$ cat config.mk
export PLATFORM = sky130hd
export DESIGN_NAME = ifetch_unit
export DESIGN_NICKNAME = d
export VERILOG_FILES = /design/src/rtl/ifetch_unit.sv
export SDC_FILE = /design/constraint.sdc
export NUM_CORES = 1
export LEC_CHECK = 0
export BUFFER_PORTS_ARGS = -buffer_cell sky130_fd_sc_hd__buf_4
export CAP_MARGIN = 40
export CORE_MARGIN = 5
export CORE_UTILIZATION = 32
export DETAILED_ROUTE_END_ITERATION = 10
export PLACE_DENSITY = 0.59
export SETUP_SLACK_MARGIN = 0.4
export SLEW_MARGIN = 30
export SYNTH_ARGS = -nofsm -noshare
export SYNTH_HDL_FRONTEND = slang
export SYNTH_SLANG_ARGS = --single-unit
$ cat constraint.sdc
create_clock -name CLK -period 4.72 [get_ports CLK]
set_input_delay 1.18 -clock CLK [delete_from_list [all_inputs] [get_ports CLK]]
set_output_delay 1.18 -clock CLK [all_outputs]
set_load 0.01 [all_outputs]
$ cat src/rtl/ifetch_unit.sv
// Instruction fetch unit: one outstanding memory request feeding an in-order
// instruction queue, with redirect (flush) support and misaligned-target flagging.
module ifetch_unit #(
  parameter int              XLEN     = 32,
  parameter int              DEPTH    = 4,
  parameter logic [XLEN-1:0] RESET_PC = 32'h0000_0000
) (
  input  logic            CLK,
  input  logic            rst,
  output logic            imem_req,
  output logic [XLEN-1:0] imem_addr,
  input  logic            imem_gnt,
  input  logic            imem_rvalid,
  input  logic [31:0]     imem_rdata,
  input  logic            redir_valid,
  input  logic [XLEN-1:0] redir_pc,
  output logic            inst_valid,
  input  logic            inst_ready,
  output logic [31:0]     inst_data,
  output logic [XLEN-1:0] inst_pc,
  output logic            misalign
);

  localparam int PW = $clog2(DEPTH);
  localparam int CW = PW + 1;

  typedef enum logic [1:0] {
    IDLE,
    WAIT,
    DISCARD
  } state_e;

  state_e          state_q, state_d;
  logic [XLEN-1:0] fetchPc_q, fetchPc_d;
  logic [XLEN-1:0] reqPc_q, reqPc_d;
  logic [CW-1:0]   count_q, count_d;
  logic [PW-1:0]   rdPtr_q, rdPtr_d;
  logic [PW-1:0]   wrPtr_q, wrPtr_d;
  logic            misalign_q, misalign_d;

  logic [31:0]     dataMem_q [DEPTH];
  logic [XLEN-1:0] pcMem_q   [DEPTH];

  logic grant;
  logic push;
  logic pop;

  // A new request is only issued in IDLE, so the single outstanding request
  // always has a free queue slot reserved for its response.
  always_comb begin
    state_d    = state_q;
    fetchPc_d  = fetchPc_q;
    reqPc_d    = reqPc_q;
    count_d    = count_q;
    rdPtr_d    = rdPtr_q;
    wrPtr_d    = wrPtr_q;
    misalign_d = 1'b0;

    imem_req   = !rst && (state_q == IDLE) && (count_q < CW'(DEPTH)) && !redir_valid;
    inst_valid = !rst && (count_q != '0);
    grant      = imem_req && imem_gnt;
    push       = (state_q == WAIT) && imem_rvalid && !redir_valid;
    pop        = inst_valid && inst_ready && !redir_valid;

    if (grant) begin
      reqPc_d   = fetchPc_q;
      fetchPc_d = fetchPc_q + XLEN'(4);
    end

    case (state_q)
      IDLE: begin
        if (grant) state_d = WAIT;
      end
      WAIT: begin
        if (redir_valid) begin
          state_d = imem_rvalid ? IDLE : DISCARD;
        end else if (imem_rvalid) begin
          state_d = IDLE;
        end
      end
      DISCARD: begin
        if (imem_rvalid) state_d = IDLE;
      end
      default: state_d = IDLE;
    endcase

    if (push) wrPtr_d = wrPtr_q + PW'(1);
    if (pop)  rdPtr_d = rdPtr_q + PW'(1);
    count_d = count_q + CW'(push) - CW'(pop);

    // Redirect overrides everything: flush the queue and restart at the aligned target.
    if (redir_valid) begin
      fetchPc_d  = {redir_pc[XLEN-1:2], 2'b00};
      misalign_d = |redir_pc[1:0];
      count_d    = '0;
      rdPtr_d    = '0;
      wrPtr_d    = '0;
    end
  end

  always_ff @(posedge CLK) begin
    if (rst) begin
      state_q    <= IDLE;
      fetchPc_q  <= RESET_PC;
      reqPc_q    <= '0;
      count_q    <= '0;
      rdPtr_q    <= '0;
      wrPtr_q    <= '0;
      misalign_q <= 1'b0;
    end else begin
      state_q    <= state_d;
      fetchPc_q  <= fetchPc_d;
      reqPc_q    <= reqPc_d;
      count_q    <= count_d;
      rdPtr_q    <= rdPtr_d;
      wrPtr_q    <= wrPtr_d;
      misalign_q <= misalign_d;
    end
  end

  // Queue storage needs no reset; count_q alone decides which entries are live.
  always_ff @(posedge CLK) begin
    if (push) begin
      dataMem_q[wrPtr_q] <= imem_rdata;
      pcMem_q[wrPtr_q]   <= reqPc_q;
    end
  end

  assign imem_addr = fetchPc_q;
  assign inst_data = dataMem_q[rdPtr_q];
  assign inst_pc   = pcMem_q[rdPtr_q];
  assign misalign  = misalign_q;

endmodule

==> tab_implementation.tex, run 1 <==
\begin{tabular}{lr}
\hline
Metric & Value \\
\hline
\multicolumn{2}{l}{\textbf{Global routing}} \\
Maximum number of pins on one net before global-route repair & 60 \\
Remaining global-route overflow & 0 \\
Vias in the first global route & 7212 \\
Antenna violations before repair & 0 \\
Wire length of the first global-routing pass & 44000 microns \\
Overall Global Routing Usage & 13.5\% \\
\multicolumn{2}{l}{\textbf{Place}} \\
Area after detailed placement & 14200 sq um \\
Detailed placement HPWL & 18600 microns \\
Placer Congestion & 0.798 \\
Count of input and output buffers & 164 \\
Number of placed instances, taps included & 1404 \\
\multicolumn{2}{l}{\textbf{Floorplanning}} \\
Die outline area & 42700 sq um \\
Number of rows created at floorplan & 72 \\
Starting density of the core & 32.1\% \\
Number of top-level pins & 169 \\
Core footprint & 38500 sq um \\
Y dimension of the die & 207 microns \\
Die boundary width & 207 microns \\
\multicolumn{2}{l}{\textbf{Finish}} \\
Final Net Count & 1003 \\
Finished Cell Area & 15400 sq um \\
Layout overhead on the synthesized area & 24.3\% \\
Number of diodes & 0 \\
Filler cells & 3529 \\
Share of cells above drive strength 1 & 32.0\% \\
Count of non-filler cells in the finished layout & 1468 \\
\multicolumn{2}{l}{\textbf{Synth}} \\
Share of async-settable or async-resettable flops after synthesis & 0\% \\
Synth Warn \# & 0 \\
Most common cell in the synthesized netlist & edfxtp\_1 \\
Post-synthesis cell type count & 55 \\
Top cells by count, synth & 248 x edfxtp\_1, 85 x nand2\_1, 72 x dfxtp\_1 \\
Cell count after synthesis & 753 \\
Primary FF master, synth & edfxtp\_1 \\
Largest area contributor in the synthesized netlist & edfxtp\_1 \\
Yosys top cell area share & 60.2\% \\
Proportion of synthesized chip area in sequential cells & 71.9\% \\
Synthesized flop and latch total & 320 \\
Average footprint of a synthesized cell & 16.4 sq um \\
Count of flip-flops with a built-in enable after synthesis & 248 \\
Post-Syn Area & 12400 sq um \\
Top area cells in the synthesized netlist & edfxtp\_1 60\%, dfxtp\_1 12\%, mux4\_2 11\% \\
\multicolumn{2}{l}{\textbf{Clock network}} \\
Clock tree from TritonCTS & yes \\
Root buf cell & clkbuf\_16 \\
CTS buffer count & 36 \\
Number of buffers added to fix hold violations after cts & 0 \\
Number of H-tree branching levels & 2 \\
\# resized after CTS & 0 \\
Clock sink count & 320 \\
Clk pin slew, worst setup/hold paths & 0.06 ns \\
Clock insertion delay at the later pin of the skew report & 0.51 ns \\
Largest buffer count on any clock path & 3 \\
Number of buffers inserted by post-CTS setup repair & 0 \\
\multicolumn{2}{l}{\textbf{Power}} \\
Power Density & 387 nW/um\^{}2 \\
Power, Total & 0.00596 W \\
Leak & 5.33 nW \\
Maximum VDD drop & 0.188 mV \\
\multicolumn{2}{l}{\textbf{Critical path}} \\
Flop2flop setup slack & 2.22 ns \\
Worst r2r path cells & 12 \\
Endpoint of the lowest-slack register-to-register path & count\_q[2]\$\_SDFF\_PP0\_ \\
Required time worst endpoint & 3.54 ns \\
Data arrival time at the worst-slack endpoint & 2.29 ns \\
Element type at the critical path start & flip-flop \\
Critical path endpoint & inst\_data[16] \\
Kind of critical path & reg2out \\
Reg2reg start & state\_q[0]\$\_SDFFE\_PP0P\_ \\
Crit Path Max Fanout & 48 \\
Critical Path Sink Type & output pin \\
\multicolumn{2}{l}{\textbf{Worst hold path}} \\
Tightest Hold Check Type & reg2reg \\
Launch instance of the worst min-delay path & reqPc\_q[29]\$\_SDFFE\_PP0P\_ \\
\multicolumn{2}{l}{\textbf{Status}} \\
Outcome & complete, no violations \\
\multicolumn{2}{l}{\textbf{Drt}} \\
Drt wl/cell & 19.8 microns \\
Total routed wirelength & 29100 microns \\
Antenna-violating nets left & 0 \\
Drc violations & 0 \\
Ratio of routed vias to standard cells & 4.81 \\
Detailed router's first-iteration violation count & 348 \\
Number of vias in the routed layout & 7065 \\
Router iterations before antenna repair & 5 \\
\multicolumn{2}{l}{\textbf{STA}} \\
Slew Limit Fails & 0 \\
Slew at the pin with the worst max-slew slack & 0.663 ns \\
Setup TNS & 0 ns \\
Peak clock frequency supported by timing & 0.288 GHz \\
Share of the cycle needed by the critical path after routing & 73.5\% \\
Worst max-slew margin expressed relative to the limit & 55.4\% \\
Final setup violating endpoints & 0 \\
Worst Skew & 0.00904 ns \\
Final Hold Vio Count & 0 \\
Setup repair after global routing missed its margin & false \\
Minimum period implied by the final worst setup slack & 3.47 ns \\
\multicolumn{2}{l}{\textbf{Flow run}} \\
\# Max-Cap Violations & 0 \\
\hline
\end{tabular}
==> report_power, final <==
part | internal (W) | total [W] | switching, W | leakage (nW)
logic | 0.0000961 | 0.000200 | 0.000104 | 1.78
clock network | 0.00161 | 0.00267 | 0.00105 | 0.545
registers | 0.00304 | 0.00309 | 0.0000447 | 3.01
==> state kept, by name, indices dropped and copies added (netlist names), named ones only <==
register	count
dataMem_q	128
state_q	2
pcMem_q	120
wrPtr_q	2
reqPc_q	30
count_q	3
imem_addr	30
rdPtr_q	2
misalign	1
==> through the flow <==
stage	setup slack (ns)	utilization, %	hold slack, ns
2_1_floorplan	1.06	-	0.460
3_3_place_gp	1.19	36.9	0.490
3_5_place_dp	1.12	36.9	0.490
4_1_cts	1.14	39.9	0.498
5_1_grt	1.09	40.0	0.526
6_report	1.25	40.0	0.493
==> cell usage in the layout, fill, tap and decap left out, types with 3 or more instances in the layout <==
master       n
or3_1        4
clkbuf_16   37
xnor2_1     14
bufinv_16    3
inv_1        9
conb_1       4
and2_1      10
ha_1         7
nand4_1     14
clkinv_1     8
o21ai_0      7
edfxtp_1   248
mux4_2      62
clkbuf_1    10
nor3_1       7
a21oi_1     43
nand3_1     11
dfxtp_1     70
buf_4      174
buf_12       3
and2_4       4
nor2_1      25
a31oi_1     19
nand2_1     84
a211oi_1     4
clkinv_2     3
and3_1       6
o22ai_1      7
xor2_1       7
==> how the worst min path moves through the flow <==
stage / slack, ns / depth (start not counted) / to
after floorplan: 0.46 / 0 / pcMem_q[0][10]$_DFFE_PP_
after global placement: 0.49 / 1 / state_q[0]$_SDFFE_PP0P_
after detailed placement: 0.49 / 2 / reqPc_q[29]$_SDFFE_PP0P_
after CTS: 0.50 / 2 / reqPc_q[29]$_SDFFE_PP0P_
after global routing: 0.53 / 2 / reqPc_q[14]$_SDFFE_PP0P_
final: 0.49 / 2 / reqPc_q[29]$_SDFFE_PP0P_
==> critical path, stage by stage, from the launching register on <==
cell,delay [ns]
dfxtp_4,0.58
buf_12,0.42
mux4_2,0.59
buf_4,0.16
==> logic make-up after synthesis <==
kind of cell	count (synthesis)	share of synthesized area, %
xor gates and xnor gates	21	1.49
buffers and inverters	57	1.92
other	1	0.0303
adders and majority gates	8	0.870
muxes	64	11.5
DFF	320	71.9
and+or+nand+nor	190	7.87
AOI/OAI and AO/OA	92	4.45
==> metal layers <==
metal | track usage [%] | up-vias | share of wire [%]
met5 | 0 | - | 0
met3 | 3.28 | 46 | 7.4
li1 | - | 3269 | -
met2 | 21.4 | 235 | 47
met4 | 3.26 | 0 | 1.8
met1 | 18.8 | 3515 | 44
==> area by class of cell <==
cell class	instances	area [sq um]	area share, %
Tap cell	518	648	4.22
Clock inverter	15	148	0.961
Inverter	10	37.5	0.244
Clock buffer	48	977	6.36
Sequential cell	320	8900	57.9
Multi-Input combinational cell	379	3270	21.3
Timing Repair Buffer	178	1390	9.07
Note: power is estimated with default switching activity, not from simulation.
==> run 2, diff against run 1 <==
--- a/config.mk
+++ b/config.mk
@@ -10,7 +10,7 @@
 export CORE_MARGIN = 5
 export CORE_UTILIZATION = 32
 export DETAILED_ROUTE_END_ITERATION = 10
-export PLACE_DENSITY = 0.59
+export PLACE_DENSITY = 0.61
 export SETUP_SLACK_MARGIN = 0.4
 export SLEW_MARGIN = 30
 export SYNTH_ARGS = -nofsm -noshare
==> constraint.sdc (replaced) <==
create_clock -name CLK -period 3 [get_ports CLK]
set_input_delay 0.75 -clock CLK [delete_from_list [all_inputs] [get_ports CLK]]
set_output_delay 0.75 -clock CLK [all_outputs]
set_load 0.01 [all_outputs]
==> tab_implementation.tex, run 2 (synthesized netlist as in run 1, its figures left out) <==
\begin{tabular}{lr}
\hline
Metric & Value \\
\hline
\multicolumn{2}{l}{\textbf{Clock network}} \\
Root buf cell & clkbuf\_16 \\
CTS buffer count & 37 (+2.8\%) \\
Clock tree from TritonCTS & yes \\
Clock insertion delay at the later pin of the skew report & 0.51 ns (about the same) \\
Number of buffers added to fix hold violations after cts & 0 (unchanged) \\
Largest buffer count on any clock path & 3 (unchanged) \\
Number of H-tree branching levels & 2 (unchanged) \\
Clock sink count & 320 (unchanged) \\
Clk pin slew, worst setup/hold paths & 0.06 ns (about the same) \\
\multicolumn{2}{l}{\textbf{Finish}} \\
Utilization of the core after routing & 42.5\% (+2.6 points) \\
Max FFs per register & 128 (unchanged) \\
Area taken by multi-input logic gates & 3280 sq um (+0.23\%) \\
Share of cells above drive strength 1 & 36.1\% (+4.1 points) \\
Number of diodes & 0 (unchanged) \\
Leading cell type in the layout, fill and taps excluded & edfxtp\_1 \\
Layout overhead on the synthesized area & 32.3\% \\
Final Net Count & 1045 (+4.2\%) \\
Storage cell area & 8900 sq um (unchanged) \\
Most frequent cells in the layout & 248 x edfxtp\_1, 142 x buf\_4, 84 x nand2\_1 \\
Filler cells & 3462 (-1.9\%) \\
Register ranked first by flip-flop count & dataMem\_q \\
Count of non-filler cells in the finished layout & 1510 (+2.9\%) \\
Registers with the highest flip-flop counts & dataMem\_q x128, pcMem\_q x120 \\
\multicolumn{2}{l}{\textbf{Power}} \\
P\_int & 0.00808 W (+70\%) \\
Switch share & 19.5\% (-0.69 points) \\
Power, Total & 0.0100 W (+69\%) \\
Switch Pwr & 0.00196 W (+63\%) \\
Part of the power in the clock network & 48.3\% (+3.5 points) \\
Sequential cell fraction of total power & 48.3\% (-3.5 points) \\
Relative contribution of combinational cells to total power & 3.4\% (about the same) \\
Leak & 5.77 nW (+8.2\%) \\
Power Density & 613 nW/um\^{}2 (+58\%) \\
Maximum VDD drop & 0.365 mV (+94\%) \\
\multicolumn{2}{l}{\textbf{Critical path}} \\
Cells along the critical path & buf\_12 -> buf\_16 -> mux4\_2 -> buf\_6 \\
Required time worst endpoint & 2.25 ns (-1.29 ns) \\
Critical Path Sink Type & output pin \\
Crit Path Max Fanout & 8 (-83\%) \\
Element type at the critical path start & flip-flop \\
Data arrival time at the worst-slack endpoint & 1.92 ns (-0.37 ns) \\
Slowest stage cell on the critical path & mux4\_2 \\
Max stage delay on crit path & 0.55 ns (-0.04 ns) \\
Kind of critical path & reg2out \\
\multicolumn{2}{l}{\textbf{Floorplanning}} \\
Y dimension of the die & 207 microns (unchanged) \\
Number of rows created at floorplan & 72 (unchanged) \\
Core footprint & 38500 sq um (unchanged) \\
Starting density of the core & 32.1\% (unchanged) \\
Number of top-level pins & 169 (unchanged) \\
Die boundary width & 207 microns (unchanged) \\
Die outline area & 42700 sq um (unchanged) \\
\multicolumn{2}{l}{\textbf{Drt}} \\
Drt wl/cell & 20.3 microns (+2.2\%) \\
Drc violations & 0 (unchanged) \\
Number of vias in the routed layout & 7275 (+3.0\%) \\
Antenna-violating nets left & 0 (unchanged) \\
Router iterations before antenna repair & 5 (unchanged) \\
Ratio of routed vias to standard cells & 4.82 (+0.11\%) \\
Total routed wirelength & 30600 microns (+5.1\%) \\
Detailed router's first-iteration violation count & 414 (+19\%) \\
\multicolumn{2}{l}{\textbf{Worst hold path}} \\
Tightest Hold Check Type & in2reg \\
\multicolumn{2}{l}{\textbf{Status}} \\
Outcome & complete, no violations \\
\multicolumn{2}{l}{\textbf{STA}} \\
Setup repair after global routing missed its margin & true \\
Final Hold Vio Count & 0 (unchanged) \\
Worst Skew & 0.0125 ns (+0.00347 ns) \\
Slew Limit Fails & 0 (unchanged) \\
Share of the cycle needed by the critical path after routing & 89.1\% \\
Worst max-slew margin expressed relative to the limit & 47.0\% (-8.4 points) \\
Peak clock frequency supported by timing & 0.374 GHz \\
Final setup violating endpoints & 0 (unchanged) \\
Slew at the pin with the worst max-slew slack & 0.794 ns (+0.131 ns) \\
Setup TNS & 0 ns (unchanged) \\
Worst slack on hold paths & 0.439 ns (-0.0545 ns) \\
Minimum period implied by the final worst setup slack & 2.67 ns \\
\multicolumn{2}{l}{\textbf{Global routing}} \\
Wire length of the first global-routing pass & 44800 microns (+1.9\%) \\
Remaining global-route overflow & 0 (unchanged) \\
Overall Global Routing Usage & 13.8\% (+0.34 points) \\
Maximum number of pins on one net before global-route repair & 33 (-45\%) \\
Antenna violations before repair & 1 (+1) \\
Vias in the first global route & 7238 (+0.36\%) \\
\multicolumn{2}{l}{\textbf{Flow run}} \\
\# Max-Cap Violations & 0 (unchanged) \\
\multicolumn{2}{l}{\textbf{Place}} \\
Count of input and output buffers & 164 (unchanged) \\
Number of placed instances, taps included & 1428 (+1.7\%) \\
Detailed placement HPWL & 19900 microns (+7.2\%) \\
Placer Congestion & 0.798 (about the same) \\
\hline
\end{tabular}
run 2: power by group through the flow:
stage	clock network [W]	logic, W	registers (W)
floorplan	0	0.000133	0.00493
global placement	0	0.000332	0.00494
detailed placement	0	0.000337	0.00494
CTS	0.00498	0.000339	0.00485
global route	0.00517	0.000368	0.00486
finish	0.00485	0.000337	0.00485
run 2: what timing repair did:
action | CTS | global route
setup buffers | 5 | 6
pin swaps | 0 | 0
setup endpoints to repair | 58 | 62
resized for setup | 0 | 54
gates cloned | 0 | 7
run 2: layer usage:
layer  track usage, %  wire (microns)  up-vias
li1                 -               -     3365
met1             19.1           13500     3629
met2             21.8           14400      235
met3             3.58            2070       44
met4             3.66             636        2
met5                0              11        -
run 2: cell type report:
cell class,count,share of cell area (%)
Inverter,10,0.229
Clock buffer,46,6.11
Multi-Input combinational cell,379,20.0
Timing Repair Buffer,219,13.3
Tap cell,518,3.96
Sequential cell,320,54.4
Clock inverter,18,1.95
run 2: path summary, 6_finish.rpt:
kind | start | end | slack (ns) | depth (start not counted)
worst min register to register | reqPc_q[11]$_SDFFE_PP0P_ | reqPc_q[11]$_SDFFE_PP0P_ | 0.50 | 2
worst max-delay path | flip-flop | inst_pc[5] | 0.33 | 4
worst max register to register | state_q[0]$_SDFFE_PP0P_ | count_q[2]$_SDFF_PP0_ | 0.71 | 12
worst min-delay path | imem_rvalid | state_q[1]$_SDFFE_PP0P_ | 0.44 | 2
run 2: worst max-delay path: cells and delay by family (launching register included):
family	cells	cell delay, ns
mux	1	0.55
flops	1	0.39
buf+inv	3	0.47
run 2: per-stage QoR:
stage               setup slack, ns  cell area [sq um]
floorplan                     0.262              12400
global placement              0.256              14500
detailed placement            0.250              14500
CTS                           0.267              15900
global route                  0.258              16400
finish                        0.327              16400
==> run 3, diff against run 2 <==
--- a/config.mk
+++ b/config.mk
@@ -10,9 +10,9 @@
 export CORE_MARGIN = 5
 export CORE_UTILIZATION = 32
 export DETAILED_ROUTE_END_ITERATION = 10
+export MAX_ROUTING_LAYER = met4
 export PLACE_DENSITY = 0.61
-export SETUP_SLACK_MARGIN = 0.4
-export SLEW_MARGIN = 30
+export SETUP_SLACK_MARGIN = 0.05
 export SYNTH_ARGS = -nofsm -noshare
 export SYNTH_HDL_FRONTEND = slang
 export SYNTH_SLANG_ARGS = --single-unit
==> tab_implementation.tex, run 3 (synthesized netlist as in run 1, its figures left out) <==
\begin{tabular}{lr}
\hline
Metric & Value \\
\hline
\multicolumn{2}{l}{\textbf{Status}} \\
Outcome & complete, no violations \\
\multicolumn{2}{l}{\textbf{Finish}} \\
Share of cells above drive strength 1 & 33.6\% (-2.5 points) \\
Finished Cell Area & 15600 sq um (-4.6\%) \\
Most frequent cells in the layout & 248 x edfxtp\_1, 181 x buf\_4, 84 x nand2\_1 \\
Final Net Count & 1018 (-2.6\%) \\
Leading cell type in the layout, fill and taps excluded & edfxtp\_1 \\
Utilization of the core after routing & 40.6\% (-2.0 points) \\
Max FFs per register & 128 (unchanged) \\
Register ranked first by flip-flop count & dataMem\_q \\
Layout overhead on the synthesized area & 26.2\% \\
Registers with the highest flip-flop counts & dataMem\_q x128, pcMem\_q x120 \\
Number of diodes & 0 (unchanged) \\
Filler cells & 3531 (+2.0\%) \\
\multicolumn{2}{l}{\textbf{Critical path}} \\
Critical Path Sink Type & output pin \\
Data arrival time at the worst-slack endpoint & 2.03 ns (+0.11 ns) \\
Max stage delay on crit path & 0.60 ns (+0.05 ns) \\
Cells along the critical path & buf\_4 -> mux4\_2 -> buf\_4 \\
Slowest stage cell on the critical path & mux4\_2 \\
Cell repeated most along the worst path & buf\_4 \\
Family with the most delay on the worst path & multiplexers \\
Kind of critical path & reg2out \\
Element type at the critical path start & flip-flop \\
Crit Path Max Fanout & 15 (+7) \\
Required time worst endpoint & 2.25 ns (about the same) \\
Count of buffer and inverter cells on the critical path & 2 (-1) \\
\multicolumn{2}{l}{\textbf{Clock network}} \\
Number of H-tree branching levels & 2 (unchanged) \\
Clock insertion delay at the later pin of the skew report & 0.52 ns (about the same) \\
Clk pin slew, worst setup/hold paths & 0.06 ns (about the same) \\
Root buf cell & clkbuf\_16 \\
Clock tree from TritonCTS & yes \\
Largest buffer count on any clock path & 3 (unchanged) \\
\# resized after CTS & 0 (unchanged) \\
Clock sink count & 320 (unchanged) \\
Number of buffers added to fix hold violations after cts & 0 (unchanged) \\
CTS buffer count & 36 (-2.7\%) \\
Number of buffers inserted by post-CTS setup repair & 0 (-5) \\
\multicolumn{2}{l}{\textbf{Global routing}} \\
Antenna violations before repair & 0 (-1) \\
Vias in the first global route & 7217 (-0.29\%) \\
Remaining global-route overflow & 0 (unchanged) \\
Maximum number of pins on one net before global-route repair & 63 (+91\%) \\
Overall Global Routing Usage & 14.3\% (+0.54 points) \\
Wire length of the first global-routing pass & 45200 microns (+0.92\%) \\
\multicolumn{2}{l}{\textbf{Place}} \\
Worst setup slack after placement & 0.269 ns (+0.0194 ns) \\
Detailed placement HPWL & 19800 microns (-0.75\%) \\
Placer Congestion & 0.797 (-0.14\%) \\
Area after detailed placement & 14400 sq um (-0.66\%) \\
Count of input and output buffers & 164 (unchanged) \\
\multicolumn{2}{l}{\textbf{Floorplanning}} \\
Y dimension of the die & 207 microns (unchanged) \\
Core footprint & 38500 sq um (unchanged) \\
Die boundary width & 207 microns (unchanged) \\
Number of rows created at floorplan & 72 (unchanged) \\
Number of top-level pins & 169 (unchanged) \\
Die outline area & 42700 sq um (unchanged) \\
Starting density of the core & 32.1\% (unchanged) \\
\multicolumn{2}{l}{\textbf{Drt}} \\
Antenna-violating nets left & 0 (unchanged) \\
Drt wl/cell & 20.0 microns (-1.2\%) \\
Ratio of routed vias to standard cells & 4.81 (-0.12\%) \\
Number of vias in the routed layout & 7151 (-1.7\%) \\
Router iterations before antenna repair & 5 (unchanged) \\
Detailed router's first-iteration violation count & 519 (+25\%) \\
Drc violations & 0 (unchanged) \\
Total routed wirelength & 29800 microns (-2.7\%) \\
\multicolumn{2}{l}{\textbf{STA}} \\
Setup WS post-layout & 0.218 ns (-0.109 ns) \\
Worst slack on hold paths & 0.437 ns (-0.00160 ns) \\
Minimum period implied by the final worst setup slack & 2.78 ns (+0.109 ns) \\
Worst Skew & 0.0196 ns (+0.00708 ns) \\
Slew Limit Fails & 0 (unchanged) \\
Final setup violating endpoints & 0 (unchanged) \\
Peak clock frequency supported by timing & 0.359 GHz (-3.9\%) \\
Share of the cycle needed by the critical path after routing & 92.7\% (+3.6 points) \\
Setup TNS & 0 ns (unchanged) \\
Slew at the pin with the worst max-slew slack & 0.786 ns (-0.00835 ns) \\
Final Hold Vio Count & 0 (unchanged) \\
Worst max-slew margin expressed relative to the limit & 47.6\% (+0.62 points) \\
Setup repair after global routing missed its margin & false \\
\multicolumn{2}{l}{\textbf{Power}} \\
Maximum VDD drop & 0.283 mV (-22\%) \\
Leak & 5.43 nW (-5.9\%) \\
Power Density & 604 nW/um\^{}2 (-1.5\%) \\
\multicolumn{2}{l}{\textbf{Worst hold path}} \\
Tightest Hold Check Type & in2reg \\
\multicolumn{2}{l}{\textbf{Flow run}} \\
\# Max-Cap Violations & 0 (unchanged) \\
\hline
\end{tabular}
-- run 3: cell count changes in the layout (fill, tap and decap cells not counted), sizes merged --
cell	previous run	this run
clkinvlp	1	3
clkbuf	51	49
inv	10	9
buf	214	193
clkinv	8	13
bufinv	9	2
-- run 3: path summary, 6_finish.rpt --
kind,from,depth (start not counted),slack [ns],endpoint
max,flip-flop,3,0.22,inst_pc[11]
min,imem_rvalid,2,0.44,state_q[1]$_SDFFE_PP0P_
max reg2reg,state_q[0]$_SDFFE_PP0P_,12,0.69,count_q[2]$_SDFF_PP0_
min reg2reg,reqPc_q[11]$_SDFFE_PP0P_,2,0.49,reqPc_q[11]$_SDFFE_PP0P_
-- run 3: power breakdown --
group | switching (W) | internal (W) | leakage, nW
clock network | 0.00170 | 0.00255 | 0.558
registers | 0.0000679 | 0.00479 | 3.01
logic | 0.000172 | 0.000158 | 1.87
total | 0.00194 | 0.00749 | 5.43
-- run 3: worst register-to-register path: stages (launching register included) --
cell,delay [ns]
dfxtp_1,0.40
nor2b_1,0.25
nand2_1,0.14
nor2_1,0.14
inv_1,0.06
ha_1,0.28
inv_1,0.06
ha_1,0.13
inv_1,0.05
fa_1,0.36
xor2_1,0.17
xnor2_1,0.13
nor2_1,0.05
-- run 3: per-layer routing --
| metal | wire, microns | vias to the layer above | track usage (%) |
|---|---|---|---|
| li1 | - | 3306 | - |
| met1 | 14000 | 3581 | 20.7 |
| met2 | 13500 | 224 | 21.2 |
| met3 | 1740 | 40 | 2.70 |
| met4 | 528 | 0 | 3.30 |
| met5 | 0 | - | - |
-- run 3: area by class of cell --
cell class / count / area, sq um / area share (%)
clock buffers: 49 / 1010 / 6.48
clock inverters: 17 / 150 / 0.962
inverters: 10 / 37.5 / 0.240
multi-input cells: 379 / 3270 / 20.9
flip-flops and latches: 320 / 8900 / 57.0
well taps: 518 / 648 / 4.15
repair buffers: 193 / 1600 / 10.2
-- run 3: per-stage QoR --
stage | instances | total power [W]
3_5_place_dp | 1420 | 0.00528
6_report | 1486 | 0.00943
3_3_place_gp | 1420 | 0.00527
2_1_floorplan | 756 | 0.00506
4_1_cts | 1486 | 0.00956
5_1_grt | 1486 | 0.00979
